**config.mk**
```make
export PLATFORM = sky130hd
export DESIGN_NAME = router_mesh_xy_np
export DESIGN_NICKNAME = d
export VERILOG_FILES = /design/src/rtl/router_mesh_xy_np.sv
export SDC_FILE = /design/constraint.sdc
export NUM_CORES = 2
export LEC_CHECK = 0
export ABC_AREA = 0
export ABC_CLOCK_PERIOD_IN_PS = 11800
export CAP_MARGIN = 20
export CORE_MARGIN = 5
export CORE_UTILIZATION = 30
export DETAILED_ROUTE_END_ITERATION = 12
export SLEW_MARGIN = 10
export SYNTH_ARGS = -nofsm -noshare
export SYNTH_HDL_FRONTEND = slang
export SYNTH_SLANG_ARGS = --single-unit
export TNS_END_PERCENT = 50
```
**constraint.sdc**
```tcl
create_clock -name clk -period 11.8 [get_ports clk]
set_input_delay 1.77 -clock clk [delete_from_list [all_inputs] [get_ports clk]]
set_output_delay 1.77 -clock clk [all_outputs]
set_load 0.05 [all_outputs]
```
**src/rtl/router_mesh_xy_np.sv**
```systemverilog
// router_mesh_xy_np
//   Single-flit packet router for one tile of a 2-D mesh NoC. There are up to
//   five ports (0 LOCAL, 1 EAST, 2 WEST, 3 NORTH, 4 SOUTH). PORT_EN removes
//   the ports that a corner or border tile does not have. Each input has a
//   FIFO. The FIFO head is routed X first, then Y. Each output has its own
//   round-robin arbiter and a registered output stage.
//   A head flit is dropped when its route is a disabled port or a U-turn.
//   A write into a full FIFO is also dropped. Both kinds of drop add to
//   drop_cnt, which saturates.
//
// Ports
//   clk        clock
//   rst        synchronous reset, active-high
//   in_data    5 x DATA_WIDTH flits, port p at [p*DATA_WIDTH +: DATA_WIDTH]
//   in_valid   per-input write strobe
//   in_full    per-input almost-full (count >= FIFO_DEPTH-2), to upstream
//   out_data   5 x DATA_WIDTH registered output flits
//   out_valid  per-output registered valid
//   out_full   per-output almost-full from the downstream receivers
//   drop_cnt   saturating count of dropped flits
module router_mesh_xy_np #(
   parameter int         DATA_WIDTH = 32,
   parameter int         FIFO_DEPTH = 8,
   parameter int         X_BITS     = 2,
   parameter int         Y_BITS     = 1,
   parameter int         ROUTER_X   = 0,
   parameter int         ROUTER_Y   = 0,
   parameter logic [4:0] PORT_EN    = 5'b11111
) (
   input  logic                    clk,
   input  logic                    rst,
   input  logic [5*DATA_WIDTH-1:0] in_data,
   input  logic [4:0]              in_valid,
   output logic [4:0]              in_full,
   output logic [5*DATA_WIDTH-1:0] out_data,
   output logic [4:0]              out_valid,
   input  logic [4:0]              out_full,
   output logic [15:0]             drop_cnt
);

   localparam int NP    = 5;
   localparam int DW    = DATA_WIDTH;
   localparam int AW    = $clog2(FIFO_DEPTH);
   localparam int CW    = AW + 1;
   localparam int DST_W = X_BITS + Y_BITS;

   localparam logic [X_BITS-1:0] MY_X = X_BITS'(ROUTER_X);
   localparam logic [Y_BITS-1:0] MY_Y = Y_BITS'(ROUTER_Y);

   localparam logic [2:0] P_LOCAL = 3'd0;
   localparam logic [2:0] P_EAST  = 3'd1;
   localparam logic [2:0] P_WEST  = 3'd2;
   localparam logic [2:0] P_NORTH = 3'd3;
   localparam logic [2:0] P_SOUTH = 3'd4;

   // Dimension-ordered route: resolve X completely before looking at Y.
   function automatic logic [2:0] xy_route(input logic [DST_W-1:0] dst);
      logic [X_BITS-1:0] dx;
      logic [Y_BITS-1:0] dy;
      dx = dst[X_BITS-1:0];
      dy = dst[DST_W-1:X_BITS];
      if (dx > MY_X)      return P_EAST;
      else if (dx < MY_X) return P_WEST;
      else if (dy > MY_Y) return P_NORTH;
      else if (dy < MY_Y) return P_SOUTH;
      else                return P_LOCAL;
   endfunction

   // (base + k) mod 5, for k in 0..4
   function automatic logic [2:0] rr_idx(input logic [2:0] base, input int k);
      int s;
      s = int'(base) + k;
      if (s >= NP) s = s - NP;
      return 3'(s);
   endfunction

   function automatic logic [15:0] sat_add(input logic [15:0] cnt, input logic [3:0] inc);
      logic [16:0] s;
      s = {1'b0, cnt} + 17'(inc);
      return s[16] ? 16'hFFFF : s[15:0];
   endfunction

   logic [DW-1:0]    fifo_mem [NP][FIFO_DEPTH];
   logic [AW-1:0]    wr_ptr   [NP];
   logic [AW-1:0]    rd_ptr   [NP];
   logic [CW-1:0]    count    [NP];
   logic [2:0]       rr_ptr   [NP];
   logic [DW-1:0]    head     [NP];
   logic [2:0]       route    [NP];
   logic [2:0]       gnt_src  [NP];
   logic [NP-1:0]    nonempty, drop_head, req_vld, wr_en, wr_acc, ovf, pop, gnt_vld;
   logic [3:0]       drop_inc;
   logic [NP*DW-1:0] data_p1;
   logic [NP-1:0]    vld_p1;
   logic [15:0]      drop_cnt_q;

   // Stage 0: input FIFOs, route compute and drop decision on each head
   for (genvar i = 0; i < NP; i++) begin : g_in
      assign head[i]      = fifo_mem[i][rd_ptr[i]];
      assign route[i]     = xy_route(head[i][DST_W-1:0]);
      assign nonempty[i]  = (count[i] != '0);
      assign drop_head[i] = nonempty[i] &&
                            (!PORT_EN[route[i]] || (i != 0 && route[i] == 3'(i)));
      assign req_vld[i]   = nonempty[i] && !drop_head[i];
      assign in_full[i]   = PORT_EN[i] && (count[i] >= CW'(FIFO_DEPTH - 2));
      assign wr_en[i]     = in_valid[i] && PORT_EN[i];
      // A full FIFO still accepts a write in a cycle where its head pops.
      assign wr_acc[i]    = wr_en[i] && ((count[i] != CW'(FIFO_DEPTH)) || pop[i]);
      assign ovf[i]       = wr_en[i] && !wr_acc[i];
   end

   // Each input requests exactly one output, so per-output grants never collide.
   always_comb begin
      gnt_vld = '0;
      for (int o = 0; o < NP; o++) gnt_src[o] = '0;
      for (int o = 0; o < NP; o++) begin
         if (PORT_EN[o] && !out_full[o]) begin
            for (int k = 0; k < NP; k++) begin
               if (!gnt_vld[o] && req_vld[rr_idx(rr_ptr[o], k)] &&
                   route[rr_idx(rr_ptr[o], k)] == 3'(o)) begin
                  gnt_vld[o] = 1'b1;
                  gnt_src[o] = rr_idx(rr_ptr[o], k);
               end
            end
         end
      end
      pop = drop_head;
      for (int o = 0; o < NP; o++)
         if (gnt_vld[o]) pop[gnt_src[o]] = 1'b1;
   end

   assign drop_inc = 4'($countones(drop_head)) + 4'($countones(ovf));

   always_ff @(posedge clk) begin
      for (int i = 0; i < NP; i++)
         if (wr_acc[i] && !rst) fifo_mem[i][wr_ptr[i]] <= in_data[i*DW +: DW];
   end

   // Stage 1: registered outputs, arbitration pointers, drop counter
   always_ff @(posedge clk) begin
      if (rst) begin
         for (int i = 0; i < NP; i++) begin
            wr_ptr[i] <= '0;
            rd_ptr[i] <= '0;
            count[i]  <= '0;
            rr_ptr[i] <= '0;
         end
         vld_p1     <= '0;
         data_p1    <= '0;
         drop_cnt_q <= '0;
      end else begin
         for (int i = 0; i < NP; i++) begin
            if (wr_acc[i]) wr_ptr[i] <= wr_ptr[i] + 1'b1;
            if (pop[i])    rd_ptr[i] <= rd_ptr[i] + 1'b1;
            count[i] <= count[i] + CW'(wr_acc[i]) - CW'(pop[i]);
         end
         for (int o = 0; o < NP; o++) begin
            vld_p1[o]            <= gnt_vld[o];
            data_p1[o*DW +: DW]  <= gnt_vld[o] ? head[gnt_src[o]] : '0;
            if (gnt_vld[o]) rr_ptr[o] <= rr_idx(gnt_src[o], 1);
         end
         drop_cnt_q <= sat_add(drop_cnt_q, drop_inc);
      end
   end

   assign out_data  = data_p1;
   assign out_valid = vld_p1;
   assign drop_cnt  = drop_cnt_q;

endmodule

```
==> reports/metrics.yaml <==
outcome: "complete, no violations"
period_share_pct: 77.05
ys_async_sr_fraction_pct: 0
setup_slack_ns: 2.708
yosysTopAreaCell: "edfxtp_1"
internal_power_mw: 12.45
placed_cells: 6443
yosys_warnings: 0
antenna_found_initial: 62
ctsResizeCount: 0
sw_frac_of_total_pct: 40.42
cts_root_buf: "clkbuf_16"
drt_first_pass_iters: 7
hold_viol_final: 0
n_fill_cell: 18893
cts_setup_buffers: 0
power_mw: 20.89
route.detailed.drc: 0
postLayoutCellArea_sq_um: 73840
rows: 166
maxCapViolCount: 0
place.gp.congestion: 0.9080
grt.total_usage_pct: 16.47
synthAdderAreaFrac_pct: 2.066
start_util_pct: 30.14
io_pins: 358
p_per_area_nw_per_um2: 282.9
ys_ff_latch: 1487
p_clk_share_pct: 23.8
finalMaxSlewViolations: 0
fin_hold_ws_ns: 0.5648
seq_area_frac_synth_pct: 69.69
die_x_um: 463.4
synth_top_family_by_area: "multiplexers"
required_ns: 12.52
synth_xor_area_share_pct: 0.7244
power.net_switching_mw: 8.446
fin_skew_ns: 0.03897
cp_slowest_stage_delay_ns: 0.88
insertion_delay_ns: 0.80
synthFlopType: "edfxtp_1"
pre_cts_ws_ns: 2.839
synthMuxAreaShare_pct: 15.07
setup_viol: 0
place_area_sq_um: 68510
synth_top_area_share_pct: 64.24
routed_via_density: 5.116
setup_tns_ns: 0
cp_max_fo: 33
rsz0062_at_grt: "false"
numPortBuffers: 322
cts.clk_slew.worst_paths_ns: 0.06
postRouteAntennaNets: 0
seq_area_sq_um: 42970
pwr-share-seq_pct: 30.9
grt_first_pass_wirelength_mm: 255.1
syn_area_per_cell_sq_um: 17.62
yosys.area_share.simple_pct: 4.121
core_area_sq_um: 204600
syn_inst: 3499
utilization_pct: 36.10
numCtsBuffers: 161
critPathArrivalTime_ns: 9.81
gr-total-overflow: 0
synth_compound_area_share_pct: 6.084
multi_input_area_sq_um: 17910
fin_crit_ns: 9.092
drt_iter0_markers: 3419
hold_class: "reg -> reg"
cp-start-kind: "flop"
clockBufferDepth: 3
routedWlPerCell_um: 26.84
clock-sinks: 1487
slew_headroom_pct: 21.51
peakVddDrop_mv: 0.2922
drive_gt1_share_pct: 20.88
grt_max_degree: 68
final_cell_count_no_fill: 6775
synth-edff-count: 1319
place_hpwl_mm: 122.0
criticalPathCategory: "reg -> reg"
synth_area_sq_um: 61660
combPwrFrac_pct: 45.3
dieArea_sq_um: 214700
finalNetCount: 4184
die_h_um: 463.4
critPathCaptureType: "flop"
synth_cell_types: 100
yosys-top-cells-area: "edfxtp_1, mux4_2, dfxtp_1"
tightest_slew_ns: 1.145
p_leak_nw: 23.68
num_vias: 34662
slowest_stage: "edfxtp_1"
wirelength_mm: 181.9
ctsHtreeMaxLevel: 4
holdBufCountCts: 0
cts_tree: "yes"
syn_to_final_growth_pct: 19.77
max_freq_ghz: 0.1100
grt_pass1_vias: 33876
==> cells in the final DEF, fill, tap and decap left out, drive strengths merged, types with 50 or more instances in the layout <==
cell and count:
edfxtp 1319, clkdlybuf4s50 321, mux4 320, clkbuf 225, dfxtp 168, nor2 144, nand2 115, mux2 102
inv 100, buf 94, mux2i 91, a21oi 91, ha 81, conb 72, nor3 69, a22oi 62
o21ai 60, a221oi 59, clkinv 50
==> logic make-up (layout without fill, tap and decap cells) <==
| group | count (synthesis) | count (layout) |
|---|---|---|
| mux | 513 | 513 |
| compound gates | 517 | 517 |
| other cells | 1 | 103 |
| simple gates | 514 | 514 |
| buf+inv | 322 | 808 |
| fa+ha+maj | 94 | 94 |
| flops | 1487 | 1487 |
| xor+xnor | 51 | 51 |
==> state kept, by name, summed over array words and instances (netlist names) <==
register	flops
drop_cnt	16
out_valid	4
rd_ptr	15
out_data	128
count	20
wr_ptr	15
fifo_mem	1280
rr_ptr	9
==> area by class of cell <==
class,count,share of cell area (%)
Sequential cell,1487,58.19
Multi-Input combinational cell,1761,24.25
Timing Repair Buffer,415,5.308
Clock inverter,76,0.9760
Tap cell,2688,4.554
Clock buffer,225,6.145
Inverter,92,0.4693
Antenna cell,31,0.1051
==> synth_stat cells, types with 15 or more instances <==
| library cell | number |
|---|---|
| edfxtp_1 | 1319 |
| mux4_2 | 320 |
| dfxtp_1 | 168 |
| nor2_1 | 143 |
| clkbuf_1 | 139 |
| nand2_1 | 115 |
| mux2_2 | 99 |
| a21oi_1 | 90 |
| mux2i_1 | 89 |
| inv_1 | 84 |
| ha_1 | 81 |
| nor3_1 | 67 |
| a22oi_1 | 62 |
| a221oi_1 | 58 |
| o21ai_0 | 55 |
| buf_1 | 40 |
| o22ai_1 | 38 |
| buf_4 | 36 |
| nand3_1 | 36 |
| o211ai_1 | 36 |
| xnor2_1 | 36 |
| a22o_1 | 32 |
| nand2b_1 | 29 |
| nand4_1 | 19 |
| nor2b_1 | 16 |
| xor2_1 | 15 |
==> power groups by stage <==
stage	clock network [mW]	registers, mW	logic (mW)
detailed placement	0	6.56	9.38
floorplan	0	6.63	5.98
global placement	0	6.55	9.31
finish	4.98	6.45	9.46
global route	5.32	6.49	10.0
CTS	5.11	6.45	9.42
==> per-layer routing <==
| metal | up-vias | GRT usage [%] | part of all wire [%] |
|---|---|---|---|
| met3 | 383 | 4.326 | 7.3 |
| li1 | 15004 | - | - |
| met4 | 26 | 9.266 | 6.3 |
| met1 | 17811 | 19.90 | 39 |
| met5 | - | 0 | 0.097 |
| met2 | 1438 | 26.79 | 48 |
==> worst paths after layout <==
| path | from | end | slack, ns | depth (start not counted) |
|---|---|---|---|---|
| max | rr_ptr[0][0] | drop_cnt[0] | 2.71 | 31 |
| min | drop_cnt[14] | drop_cnt[14] | 0.56 | 2 |
| max reg2reg | rr_ptr[0][0] | drop_cnt[0] | 2.71 | 31 |
| min reg2reg | drop_cnt[14] | drop_cnt[14] | 0.56 | 2 |
==> worst max-delay path: cells and delay by family, from the launching register on <==
family | cells | cell delay, ns
and+or+nand+nor | 13 | 3.05
adders and majority gates | 6 | 2.51
buffers and inverters | 6 | 1.15
DFF | 1 | 0.88
AOI/OAI and AO/OA | 4 | 0.71
muxes | 2 | 0.71
No activity file was read; power rests on OpenSTA's default activity.
